<file path="config.mk">
export PLATFORM = sky130hd
export DESIGN_NAME = regfile_wb_arbiter_flat
export DESIGN_NICKNAME = d
export VERILOG_FILES = /design/src/rtl/regfile_wb_arbiter_if.sv /design/src/rtl/regfile_wb_arbiter.sv /design/src/flat_wrapper.sv
export SDC_FILE = /design/constraint.sdc
export NUM_CORES = 1
export LEC_CHECK = 0
export ABC_AREA = 1
export BUFFER_PORTS_ARGS = -buffer_cell sky130_fd_sc_hd__buf_2
export CAP_MARGIN = 15
export CORE_ASPECT_RATIO = 0.7
export CORE_UTILIZATION = 55
export CTS_CLUSTER_SIZE = 30
export DETAILED_ROUTE_END_ITERATION = 8
export GPL_ROUTABILITY_DRIVEN = 0
export PLACE_DENSITY = 0.87
export SYNTH_ARGS = -nofsm -noshare
export SYNTH_HDL_FRONTEND = slang
export SYNTH_SLANG_ARGS = --single-unit
</file>
<file path="constraint.sdc">
create_clock -name iCLK -period 3.9 [get_ports iCLK]
set_clock_uncertainty 0.05 [all_clocks]
set_input_delay 0 -clock iCLK [delete_from_list [all_inputs] [get_ports iCLK]]
set_output_delay 0 -clock iCLK [all_outputs]
set_load 0.02 [all_outputs]
</file>
<file path="src/rtl/regfile_wb_arbiter_if.sv">
// Writeback request, register-file write port and scoreboard signals of regfile_wb_arbiter.
// master = requesters/issue logic side, slave = the arbiter.
interface regfile_wb_arbiter_if;
   logic        iA_VALID;
   logic [4:0]  iA_RD;
   logic [31:0] iA_DATA;
   logic        oA_READY;
   logic        iB_VALID;
   logic [4:0]  iB_RD;
   logic [31:0] iB_DATA;
   logic        oB_READY;
   logic        oWE;
   logic [4:0]  oRD;
   logic [31:0] oWDATA;
   logic        iISSUE;
   logic [4:0]  iISSUE_RD;
   logic [4:0]  iRS1;
   logic [4:0]  iRS2;
   logic        oHAZARD;
   logic [31:0] oBUSY;

   modport master (
      output iA_VALID, iA_RD, iA_DATA, iB_VALID, iB_RD, iB_DATA,
      output iISSUE, iISSUE_RD, iRS1, iRS2,
      input  oA_READY, oB_READY, oWE, oRD, oWDATA, oHAZARD, oBUSY
   );

   modport slave (
      input  iA_VALID, iA_RD, iA_DATA, iB_VALID, iB_RD, iB_DATA,
      input  iISSUE, iISSUE_RD, iRS1, iRS2,
      output oA_READY, oB_READY, oWE, oRD, oWDATA, oHAZARD, oBUSY
   );
endinterface

</file>
<file path="src/rtl/regfile_wb_arbiter.sv">
// Two-requester register-file writeback arbiter with a pending-destination scoreboard.
// Define REGFILE_WB_FIXED_PRIO_EN for fixed A-over-B priority; default is round-robin.
module regfile_wb_arbiter #(
   parameter int NREQ = 2
) (
   input logic                 iCLK,
   input logic                 iRST,
   regfile_wb_arbiter_if.slave bus
);
   if (NREQ != 2) begin : gBadNreq
      $error("regfile_wb_arbiter supports only NREQ = 2");
   end

   logic        gntA;
   logic        gntB;
   logic        handshake;
   logic [4:0]  gntRd;
   logic [31:0] gntData;
   logic [31:0] busy;
   logic [31:0] setMask;
   logic [31:0] clrMask;
   logic [31:0] busyNext;
   logic        vld_p1;
   logic [4:0]  rd_p1;
   logic [31:0] wdata_p1;

   // Grants double as READY, so they are gated by reset as well as VALID.
`ifdef REGFILE_WB_FIXED_PRIO_EN
   always_comb begin
      gntA = iRST && bus.iA_VALID;
      gntB = iRST && bus.iB_VALID && !bus.iA_VALID;
   end
`else
   logic prio;

   always_comb begin
      gntA = iRST && bus.iA_VALID && (!bus.iB_VALID || !prio);
      gntB = iRST && bus.iB_VALID && (!bus.iA_VALID || prio);
   end

   always_ff @(posedge iCLK or negedge iRST) begin
      if (!iRST)
         prio <= 1'b0;
      else if (handshake)
         prio <= gntA;
   end
`endif

   always_comb begin
      handshake = gntA || gntB;
      gntRd     = gntB ? bus.iB_RD : bus.iA_RD;
      gntData   = gntB ? bus.iB_DATA : bus.iA_DATA;
      setMask   = (bus.iISSUE && (bus.iISSUE_RD != 5'd0)) ? (32'd1 << bus.iISSUE_RD) : 32'd0;
      clrMask   = handshake ? (32'd1 << gntRd) : 32'd0;
      // Set is applied after clear so a same-edge issue keeps the register pending.
      busyNext  = ((busy & ~clrMask) | setMask) & ~32'd1;
   end

   // Stage p1: registered write port and scoreboard
   always_ff @(posedge iCLK or negedge iRST) begin
      if (!iRST) begin
         vld_p1   <= 1'b0;
         rd_p1    <= 5'd0;
         wdata_p1 <= 32'd0;
         busy     <= 32'd0;
      end else begin
         vld_p1 <= handshake && (gntRd != 5'd0);
         busy   <= busyNext;
         if (handshake && (gntRd != 5'd0)) begin
            rd_p1    <= gntRd;
            wdata_p1 <= gntData;
         end
      end
   end

   assign bus.oA_READY = gntA;
   assign bus.oB_READY = gntB;
   assign bus.oWE      = vld_p1;
   assign bus.oRD      = rd_p1;
   assign bus.oWDATA   = wdata_p1;
   assign bus.oBUSY    = busy;
   assign bus.oHAZARD  = ((bus.iRS1 != 5'd0) && busy[bus.iRS1]) ||
                         ((bus.iRS2 != 5'd0) && busy[bus.iRS2]);
endmodule

</file>
<file path="src/flat_wrapper.sv">
// flat-port wrapper written by rule: the top's interface ports become plain ports
module regfile_wb_arbiter_flat 
#(
   parameter int NREQ = 2
)
  (iCLK, iRST, bus_iA_VALID, bus_iA_RD, bus_iA_DATA, bus_iB_VALID, bus_iB_RD, bus_iB_DATA, bus_iISSUE, bus_iISSUE_RD, bus_iRS1, bus_iRS2, bus_oA_READY, bus_oB_READY, bus_oWE, bus_oRD, bus_oWDATA, bus_oHAZARD, bus_oBUSY);
  regfile_wb_arbiter_if bus_i ();
  input logic iCLK;
  input logic iRST;
  input wire logic [$bits(bus_i.iA_VALID)-1:0] bus_iA_VALID;
  input wire logic [$bits(bus_i.iA_RD)-1:0] bus_iA_RD;
  input wire logic [$bits(bus_i.iA_DATA)-1:0] bus_iA_DATA;
  input wire logic [$bits(bus_i.iB_VALID)-1:0] bus_iB_VALID;
  input wire logic [$bits(bus_i.iB_RD)-1:0] bus_iB_RD;
  input wire logic [$bits(bus_i.iB_DATA)-1:0] bus_iB_DATA;
  input wire logic [$bits(bus_i.iISSUE)-1:0] bus_iISSUE;
  input wire logic [$bits(bus_i.iISSUE_RD)-1:0] bus_iISSUE_RD;
  input wire logic [$bits(bus_i.iRS1)-1:0] bus_iRS1;
  input wire logic [$bits(bus_i.iRS2)-1:0] bus_iRS2;
  output wire logic [$bits(bus_i.oA_READY)-1:0] bus_oA_READY;
  output wire logic [$bits(bus_i.oB_READY)-1:0] bus_oB_READY;
  output wire logic [$bits(bus_i.oWE)-1:0] bus_oWE;
  output wire logic [$bits(bus_i.oRD)-1:0] bus_oRD;
  output wire logic [$bits(bus_i.oWDATA)-1:0] bus_oWDATA;
  output wire logic [$bits(bus_i.oHAZARD)-1:0] bus_oHAZARD;
  output wire logic [$bits(bus_i.oBUSY)-1:0] bus_oBUSY;
  assign bus_i.iA_VALID = bus_iA_VALID;
  assign bus_i.iA_RD = bus_iA_RD;
  assign bus_i.iA_DATA = bus_iA_DATA;
  assign bus_i.iB_VALID = bus_iB_VALID;
  assign bus_i.iB_RD = bus_iB_RD;
  assign bus_i.iB_DATA = bus_iB_DATA;
  assign bus_i.iISSUE = bus_iISSUE;
  assign bus_i.iISSUE_RD = bus_iISSUE_RD;
  assign bus_i.iRS1 = bus_iRS1;
  assign bus_i.iRS2 = bus_iRS2;
  assign bus_oA_READY = bus_i.oA_READY;
  assign bus_oB_READY = bus_i.oB_READY;
  assign bus_oWE = bus_i.oWE;
  assign bus_oRD = bus_i.oRD;
  assign bus_oWDATA = bus_i.oWDATA;
  assign bus_oHAZARD = bus_i.oHAZARD;
  assign bus_oBUSY = bus_i.oBUSY;
  regfile_wb_arbiter #(.NREQ(NREQ)) u_core (.iCLK(iCLK), .iRST(iRST), .bus(bus_i));
endmodule
</file>
Word level (Yosys, flattened, before mapping)

Cells that the tools add are included.

Bits in latches: 0
Flip-flop bits (word level): 70
Bits in writable memories: 0
Output and inout port bits: 73
Word-level logic and storage cells: 39
Memories: 0
Input bits: 94
Bits in read-only memories: 0

$mul: 0
Shift-type cells: 2
Equality and inequality tests: 0
Bitwise gates (word level): 3
Div/mod/pow operators: 0
Reductions and logical operators: 19
Muxes and demuxes: 8
Magnitude comparators: 2
$add $sub $neg: 0

Operator list:

| cell                   | count |
|---|---|
| $mux W32               | 3 |
| $shl A1 B5 Y32 const A | 2 |
| $and A32 B32 Y32       | 1 |
| $not A32 Y32           | 1 |
| $or A32 B32 Y32        | 1 |
| $reduce_bool A5 Y1     | 4 |
| $lt A5 B6 Y1 const B   | 2 |
| $bmux W1 S5            | 2 |
| $logic_and A1 B1 Y1    | 8 |
| $mux W5                | 1 |
| $logic_or A1 B1 Y1     | 4 |
| $logic_not A1 Y1       | 3 |
| $mux W1                | 2 |

Logic depth before layout (Yosys ltp)

Gate-level depths: netlist (run 1).

Word-level depth: 9
Mapped depth: 14
Gate-level depth less buffers: 13

Worst setup path after synthesis (run 1)

No wires, ideal clock.

Path type: register to register
From: register u_core.prio
To: register u_core.wdata_p1[1] (netlist: u_core.bus.oWDATA[1])
Period minus slack after synthesis: 1.623 ns
Arrival: 1.455 ns
Slack: 2.277 ns
Stages on the path, launching flop included: 13
Library setup time: 0.118 ns
Buffers on the path: 2
Path through: dfrtp_1 -> inv_2 -> nand2_2 -> nand2_4 -> buf_6 -> nand2_1 -> o21ai_2 -> nand2_2 -> nor2_4 -> nand3_4 -> buf_6 -> nand3_1 -> nand2_1

Cells in the longest elaborated chain, start to end: 5
Elaborated cells on any way between the ends: 10
Classes of those cells: mux (2); reduce/logical (8)

RTL lines:

| what                                                      | line                                               | RTL |
|---|---|---|
| start, declared                                           | regfile_wb_arbiter.sv:34                           | `logic prio;` |
| start signal, assigned                                    | regfile_wb_arbiter.sv:45                           | `prio <= gntA;` |
| $logic_or A1 B1 Y1 or $logic_not A1 Y1 (tied branches)    | regfile_wb_arbiter.sv:38, regfile_wb_arbiter.sv:37 |  |
| $logic_and A1 B1 Y1 or $logic_or A1 B1 Y1 (tied branches) | regfile_wb_arbiter.sv:38, regfile_wb_arbiter.sv:37 |  |
| $mux W5 or $logic_and A1 B1 Y1 (tied branches)            | regfile_wb_arbiter.sv:51, regfile_wb_arbiter.sv:37 |  |
| $reduce_bool A5 Y1 or $logic_or A1 B1 Y1 (tied branches)  | regfile_wb_arbiter.sv:69, regfile_wb_arbiter.sv:50 |  |
| $logic_and A1 B1 Y1                                       | regfile_wb_arbiter.sv:69                           | `if (handshake && (gntRd != 5'd0)) begin` |
| end signal, assigned                                      | regfile_wb_arbiter.sv:71                           | `wdata_p1 <= gntData;` |
| end, declared                                             | regfile_wb_arbiter.sv:25                           | `logic [31:0] wdata_p1;` |

Parallel ways exist; a longest one is shown, timed or not.
A chain may end at the register's enable or synchronous reset.

Worst setup path after layout (run 1)

From: input bus_iB_VALID
To: register u_core.wdata_p1[1] (netlist: u_core.bus.oWDATA[1])

Cells in the longest elaborated chain, start to end: 5
Elaborated cells on any way between the ends: 10
Classes of those cells: mux (2); reduce/logical (8)

RTL lines:

| what                                                      | line                                               | RTL |
|---|---|---|
| start, declared                                           | flat_wrapper.sv:13                                 | `input wire logic [$bits(bus_i.iB_VALID)-1:0] bus_iB_VALID;` |
| $logic_and A1 B1 Y1 or $logic_not A1 Y1 (tied branches)   | regfile_wb_arbiter.sv:38, regfile_wb_arbiter.sv:37 |  |
| $logic_and A1 B1 Y1 or $logic_or A1 B1 Y1 (tied branches) | regfile_wb_arbiter.sv:38, regfile_wb_arbiter.sv:37 |  |
| $mux W5 or $logic_and A1 B1 Y1 (tied branches)            | regfile_wb_arbiter.sv:51, regfile_wb_arbiter.sv:37 |  |
| $reduce_bool A5 Y1 or $logic_or A1 B1 Y1 (tied branches)  | regfile_wb_arbiter.sv:69, regfile_wb_arbiter.sv:50 |  |
| $logic_and A1 B1 Y1                                       | regfile_wb_arbiter.sv:69                           |  |

Parallel ways exist; a longest one is shown, timed or not.

==> impl_metrics.env, run 1 <==
export IMPL_hold_class="input pin to flip-flop"
export IMPL_p_int_mw=1.819
export IMPL_powerDensity_nw_per_um2=470.1
export IMPL_worst_r2r_cell_count=10
export IMPL_syn_area_um2=4641
export IMPL_timing_slew_headroom=0.3921
export IMPL_grt_usage=0.3988
export IMPL_p_seq_frac=0.346
export IMPL_rsz0062_at_grt="false"
export IMPL_violations="DRC, hold timing"
export IMPL_path_max_fanout=44
export IMPL_drt_total_wl_um=16940
export IMPL_switching_share=0.3894
export IMPL_dieWidth_um=111.8
export IMPL_synth_avg_cell_area_um2=6.835
export IMPL_final_min_clock_period_ns=3.053
export IMPL_drtIter0Drc=739
export IMPL_dp_hpwl_um=10300
export IMPL_p_leak_nw=3.569
export IMPL_synthesis_nets=773
export IMPL_required_ns=4.12
export IMPL_power_mw=2.979
export IMPL_wl_met1_um=6039
export IMPL_area_growth_pct=36.56
export IMPL_clockBufferDepth=2
export IMPL_worstHoldPathCells=5
export IMPL_n_antenna_cell=0
export IMPL_setup_viol=0
export IMPL_met2_length_um=8047
export IMPL_worstReg2RegEnd="u_core.bus.oWDATA[1]$_DFFE_PN0P_"
export IMPL_grt_pass1_vias=5580
export IMPL_grt_ovfl_total=0
export IMPL_path_clk_slew_ns=0.06
export IMPL_yosysWarnings=0
export IMPL_wl_per_cell_um=17.15
export IMPL_via_count=5706
export IMPL_grt_max_degree=72
export IMPL_final_setup_tns_ns=0
export IMPL_hold_viol=2
export IMPL_portBuffers=165
export IMPL_insertion_delay_ns=0.34
export IMPL_reg2reg_from="u_core.prio$_DFFE_PN0P_"
export IMPL_tightest_slew_ns=0.9118
export IMPL_layout_common_cells="nand2_1 (311), buf_2 (165), nand3_1 (85)"
export IMPL_num_fill_cells=486
export IMPL_drv_cap=0
export IMPL_timing_final_crit_share=0.7828
export IMPL_wl_met3_um=1926
export IMPL_mostFrequentLayoutCell="nand2_1"
export IMPL_top_layer="met4"
export IMPL_max_clock_freq_mhz=327.5
export IMPL_p_switching_mw=1.160
export IMPL_drc=8
export IMPL_ios=167
export IMPL_r2r_slack_ns=0.86
export IMPL_fin_nets=976
export IMPL_ys_ff_latch=70
export IMPL_cts_sinks=70
export IMPL_die_area_um2=8815
export IMPL_h_tree_depth=3
export IMPL_worstPathArrival_ns=3.27
export IMPL_p_comb_frac=0.354
export IMPL_die_y_um=78.85
export IMPL_grt_pass1_wl_um=27240
export IMPL_post_cts_buffers=0
export IMPL_synthCells=679
export IMPL_dr_pass1_iters=9
export IMPL_finalMaxSlewViolations=0
export IMPL_pwr_share_clk=0.301
export IMPL_rows=27
export IMPL_critPathKind="input pin to flip-flop"
export IMPL_numCtsBuffers=9
export IMPL_worstHoldStart="bus_iA_DATA[26]"
export IMPL_antenna_found_initial=0
export IMPL_drive_above_1_share=0.2785
export IMPL_start_util=0.5796
export IMPL_holdPathEnd="u_core.bus.oWDATA[26]$_DFFE_PN0P_"
export IMPL_ir_worst_vdd_mv=0.2909
export IMPL_ctsRootBufferMaster="clkbuf_16"
export IMPL_cts_tree="built"
export IMPL_ys_types=27
export IMPL_coreArea_um2=8006
export IMPL_crit_path_end_kind="flip-flop"
export IMPL_synth_yosys_seq_area_share=0.3775
export IMPL_outcome="finished with violations"
export IMPL_fin_hold_ws_ns=-0.004264
export IMPL_viasPerCell=5.775
export IMPL_ant_nets=0
export IMPL_cp_start_kind="input pin"
## stage by stage
| step | utilization | setup slack, ns | std cells | hold WS, ns | cell area (µm²) |
|---|---|---|---|---|---|
| 6_report | 0.7915 | 0.8469 | 988 | -0.004264 | 6337 |
| 5_1_grt | 0.7915 | 0.7355 | 988 | 0.03289 | 6337 |
| 4_1_cts | 0.7915 | 1.090 | 988 | 0.0001315 | 6337 |
| 3_5_place_dp | 0.6757 | 1.116 | 911 | 0.2307 | 5410 |
| 3_3_place_gp | 0.6757 | 1.258 | 911 | 0.2071 | 5410 |
| 2_1_floorplan | - | 2.277 | 679 | -0.3456 | 4641 |
## sequential cells by signal (all words and copies together) (netlist names)
| register | count |
|---|---|
| u_core.bus.oBUSY | 31 |
| u_core.bus.oRD | 5 |
| u_core.bus.oWDATA | 32 |
| u_core.bus.oWE | 1 |
| u_core.prio | 1 |
## what timing repair did
item / 4_1_cts / 5_1_grt
endpoints found under the hold margin: 105 / 0
hold buffers: 61 / 0
gates resized for setup: 0 / 0
## cell type report
type	count	area, µm²	area share
clock buffer	12	246.5	0.03889
clock inverter	4	70.07	0.01106
inverter	56	210.2	0.03317
multi-input combinational	515	2466	0.3891
sequential	70	1752	0.2764
tap	101	126.4	0.01994
timing repair buffer	230	1466	0.2314
## worst max-delay path, cell delays in order
cell and delay, ns:
dlygate4sd3_1 0.53, buf_2 0.14, nand2_1 0.15, inv_2 0.07, nand2_4 0.39, inv_2 0.40, nand2_1 0.15, nand2_1 0.10
nand2_2 0.61, buf_4 0.42, nand3_1 0.14, nand2_1 0.13
## logic make-up after synthesis
logic type	synth area share
buffers and inverters	0.09220
DFF	0.3775
and+or+nand+nor	0.4821
AOI/OAI and AO/OA	0.04745
other	0.0008081
## Yosys cell counts (all sizes together)
master  number  share of area
nand3      135           0.20
o21ai       37          0.045
o21bai       1         0.0016
nand2      316           0.26
inv         55          0.044
clkbuf      16          0.013
clkinv       1        0.00081
conb         1        0.00081
nor3         4         0.0043
nor2        19          0.017
a21oi        1         0.0011
dfrtp       70           0.38
nand4        1         0.0013
buf         22          0.034
## power groups by stage
stage	clock network (mW)	logic (mW)	registers (mW)
6_report	0.896	1.05	1.03
3_5_place_dp	0	0.942	1.03
3_3_place_gp	0	0.907	1.03
2_1_floorplan	0	0.430	1.18
4_1_cts	0.879	1.01	1.02
5_1_grt	0.916	1.14	1.04
## how the worst max path moves through the flow
stage                            startpoint                          endpoint  slack (ns)  depth (start not counted)
finish                         bus_iB_VALID  u_core.bus.oWDATA[1]$_DFFE_PN0P_        0.85                         12
global route                           iRST    u_core.bus.oBUSY[14]$_DFF_PN0_        0.74                          9
CTS                 u_core.prio$_DFFE_PN0P_  u_core.bus.oWDATA[1]$_DFFE_PN0P_        1.09                         10
detailed placement  u_core.prio$_DFFE_PN0P_     u_core.bus.oRD[1]$_DFFE_PN0P_        1.12                         10
global placement    u_core.prio$_DFFE_PN0P_     u_core.bus.oRD[2]$_DFFE_PN0P_        1.26                         10
floorplan           u_core.prio$_DFFE_PN0P_  u_core.bus.oWDATA[1]$_DFFE_PN0P_        2.28                         12
## metal layers
layer,up-vias,GRT usage
met2,465,0.6783
met4,0,0.2189
li1,2543,-
met1,2586,0.4663
met3,112,0.1023
met5,-,0
Power figures use the tool's default switching activity.
==> run 2: changes to the inputs <==
--- a/config.mk
+++ b/config.mk
@@ -9,11 +9,11 @@
 export BUFFER_PORTS_ARGS = -buffer_cell sky130_fd_sc_hd__buf_2
 export CAP_MARGIN = 15
 export CORE_ASPECT_RATIO = 0.7
-export CORE_UTILIZATION = 55
+export CORE_UTILIZATION = 51
 export CTS_CLUSTER_SIZE = 30
 export DETAILED_ROUTE_END_ITERATION = 8
 export GPL_ROUTABILITY_DRIVEN = 0
-export PLACE_DENSITY = 0.87
+export PLACE_DENSITY = 0.82
 export SYNTH_ARGS = -nofsm -noshare
 export SYNTH_HDL_FRONTEND = slang
 export SYNTH_SLANG_ARGS = --single-unit
==> constraint.sdc (replaced) <==
create_clock -name iCLK -period 3.1 [get_ports iCLK]
set_clock_uncertainty 0.05 [all_clocks]
set_input_delay 0 -clock iCLK [delete_from_list [all_inputs] [get_ports iCLK]]
set_output_delay 0 -clock iCLK [all_outputs]
set_load 0.02 [all_outputs]
==> impl_metrics.env, run 2 (same netlist as run 1, synthesis figures left out) <==
export IMPL_cp_start_kind="flip-flop"
export IMPL_rsz0062_at_grt="false"
export IMPL_insertion_delay_ns=0.33
export IMPL_path_clk_slew_ns=0.05
export IMPL_worstReg2RegEnd="u_core.bus.oWDATA[28]$_DFFE_PN0P_"
export IMPL_p_int_mw=2.171
export IMPL_r2r_slack_ns=0.63
export IMPL_grt_ovfl_total=0
export IMPL_portBuffers=165
export IMPL_final_setup_tns_ns=0
export IMPL_holdPathEnd="u_core.bus.oWDATA[20]$_DFFE_PN0P_"
export IMPL_final_min_clock_period_ns=2.466
export IMPL_powerDensity_nw_per_um2=559.8
export IMPL_mostFrequentLayoutCell="nand2_1"
export IMPL_num_fill_cells=609
export IMPL_final_cell_area_um2=6390
export IMPL_layout_common_cells="nand2_1 (311), buf_2 (165), nand3_1 (85)"
export IMPL_rows=28
export IMPL_ant_nets=0
export IMPL_p_seq_frac=0.362
export IMPL_hold_class="input pin to flip-flop"
export IMPL_required_ns=3.32
export IMPL_clockBufferDepth=2
export IMPL_drive_above_1_share=0.2772
export IMPL_grt_usage=0.3650
export IMPL_die_area_um2=9491
export IMPL_setup_viol=0
export IMPL_cts_sinks=70
export IMPL_worstHoldStart="bus_iA_DATA[20]"
export IMPL_largest_reg_flops=32
export IMPL_cts_resized=0
export IMPL_dp_hpwl_um=10670
export IMPL_finalMaxSlewViolations=0
export IMPL_grt_max_degree=71
export IMPL_die_y_um=81.81
export IMPL_critPathMostFrequentCell="nand2_1"
export IMPL_antenna_found_initial=0
export IMPL_cp_slowest_cell="nand2_1"
export IMPL_p_comb_frac=0.369
export IMPL_worstPathArrival_ns=2.69
export IMPL_cts_tree="built"
export IMPL_coreArea_um2=8653
export IMPL_timing_final_crit_share=0.7955
export IMPL_fin_cells=1011
export IMPL_timing_slew_headroom=0.4171
export IMPL_h_tree_depth=3
export IMPL_drt_total_wl_um=16210
export IMPL_reg2reg_from="u_core.prio$_DFFE_PN0P_"
export IMPL_grt_pass1_vias=5511
export IMPL_path_max_fanout=44
export IMPL_drtIter0Drc=539
export IMPL_via_count=5560
export IMPL_n_antenna_cell=0
export IMPL_regArea_um2=1752
export IMPL_power_mw=3.577
export IMPL_post_cts_buffers=0
export IMPL_wl_per_cell_um=16.04
export IMPL_dr_pass1_iters=6
export IMPL_drc=0
export IMPL_dieWidth_um=116.0
export IMPL_fin_nets=982
export IMPL_multiInputGateArea_um2=2466
export IMPL_hold_viol=0
export IMPL_hold_buffers=66
export IMPL_ir_worst_vdd_mv=0.3207
export IMPL_fin_util=0.7384
export IMPL_ios=167
export IMPL_critPathKind="flip-flop to flip-flop"
export IMPL_dp_cells=931
export IMPL_ctsRootBufferMaster="clkbuf_16"
export IMPL_critPathTopFamily="simple AND/OR/NAND/NOR gates"
export IMPL_tightest_slew_ns=0.8744
export IMPL_start_util=0.5363
export IMPL_drv_cap=0
export IMPL_switching_share=0.3931
export IMPL_max_clock_freq_mhz=405.5
export IMPL_placed_area_um2=5454
export IMPL_p_switching_mw=1.406
export IMPL_outcome="finished, final reports clean"
export IMPL_worstHoldPathCells=5
export IMPL_numCtsBuffers=9
export IMPL_pwr_share_clk=0.269
export IMPL_critical_path_max_stage_delay_ns=0.45
export IMPL_worst_path_buf_inv=2
export IMPL_path_cells="inv_2 -> nand2_2 -> nand2_4 -> nand2_1 -> o21ai_4 -> nand4_1 -> nand2_1 -> buf_12 -> nand3_1 -> nand2_1"
export IMPL_worst_r2r_cell_count=10
export IMPL_viasPerCell=5.500
export IMPL_grt_pass1_wl_um=26120
export IMPL_area_growth_pct=37.69
export IMPL_crit_path_end_kind="flip-flop"
export IMPL_p_leak_nw=3.582
## run 2: cell count changes in the layout (fill, tap and decap cells not counted)
cell           delta
buf_12            +1
bufinv_16         -2
clkbuf_1          -1
clkbuf_8          +2
clkinv_2          -1
dlygate4sd3_1     +5
## run 2: cell type report
class	count	area share
Tap cell	120	0.02350
Inverter	56	0.03290
Clock inverter	1	0.0007832
Clock buffer	13	0.04229
Multi-Input combinational cell	515	0.3859
Timing Repair Buffer	236	0.2405
Sequential cell	70	0.2741
## run 2: worst reg2reg max path, stage by stage, from the launching register on
cell and delay, ns:
dfrtp_1 0.39, inv_2 0.08, nand2_2 0.06, nand2_4 0.38, nand2_1 0.18, o21ai_4 0.17, nand4_1 0.19, nand2_1 0.45
buf_12 0.27, nand3_1 0.13, nand2_1 0.08
## run 2: power groups by stage
stage	registers (mW)	clock network, mW	logic (mW)
2_1_floorplan	1.49	0	0.542
3_3_place_gp	1.29	0	1.15
3_5_place_dp	1.30	0	1.20
4_1_cts	1.28	0.964	1.29
5_1_grt	1.31	1.01	1.45
6_report	1.29	0.964	1.32
## run 2: per-layer routing
metal	global-route usage	share of wire	wire (µm)
met1	0.4286	0.38	6237
met2	0.6262	0.48	7822
met3	0.09151	0.090	1461
met4	0.1872	0.043	691
met5	0	0	0
## run 2: per-stage QoR
step                      setup WS [ns]  hold WS (ns)
after global placement           0.8592        0.2552
final                            0.6340       0.01203
after floorplan                   1.477       -0.3456
after global routing             0.4627       0.01455
after detailed placement         0.7222        0.2800
after CTS                        0.7104      0.002318
## run 2: how the worst max path moves through the flow
stage / from / end / slack (ns) / cells after the start
final: u_core.prio$_DFFE_PN0P_ / u_core.bus.oWDATA[28]$_DFFE_PN0P_ / 0.63 / 10
after global routing: u_core.prio$_DFFE_PN0P_ / u_core.bus.oWDATA[28]$_DFFE_PN0P_ / 0.46 / 10
after CTS: u_core.prio$_DFFE_PN0P_ / u_core.bus.oWDATA[0]$_DFFE_PN0P_ / 0.71 / 10
after detailed placement: u_core.prio$_DFFE_PN0P_ / u_core.bus.oWDATA[0]$_DFFE_PN0P_ / 0.72 / 10
after global placement: u_core.prio$_DFFE_PN0P_ / u_core.bus.oWDATA[27]$_DFFE_PN0P_ / 0.86 / 10
after floorplan: u_core.prio$_DFFE_PN0P_ / u_core.bus.oWDATA[1]$_DFFE_PN0P_ / 1.48 / 12
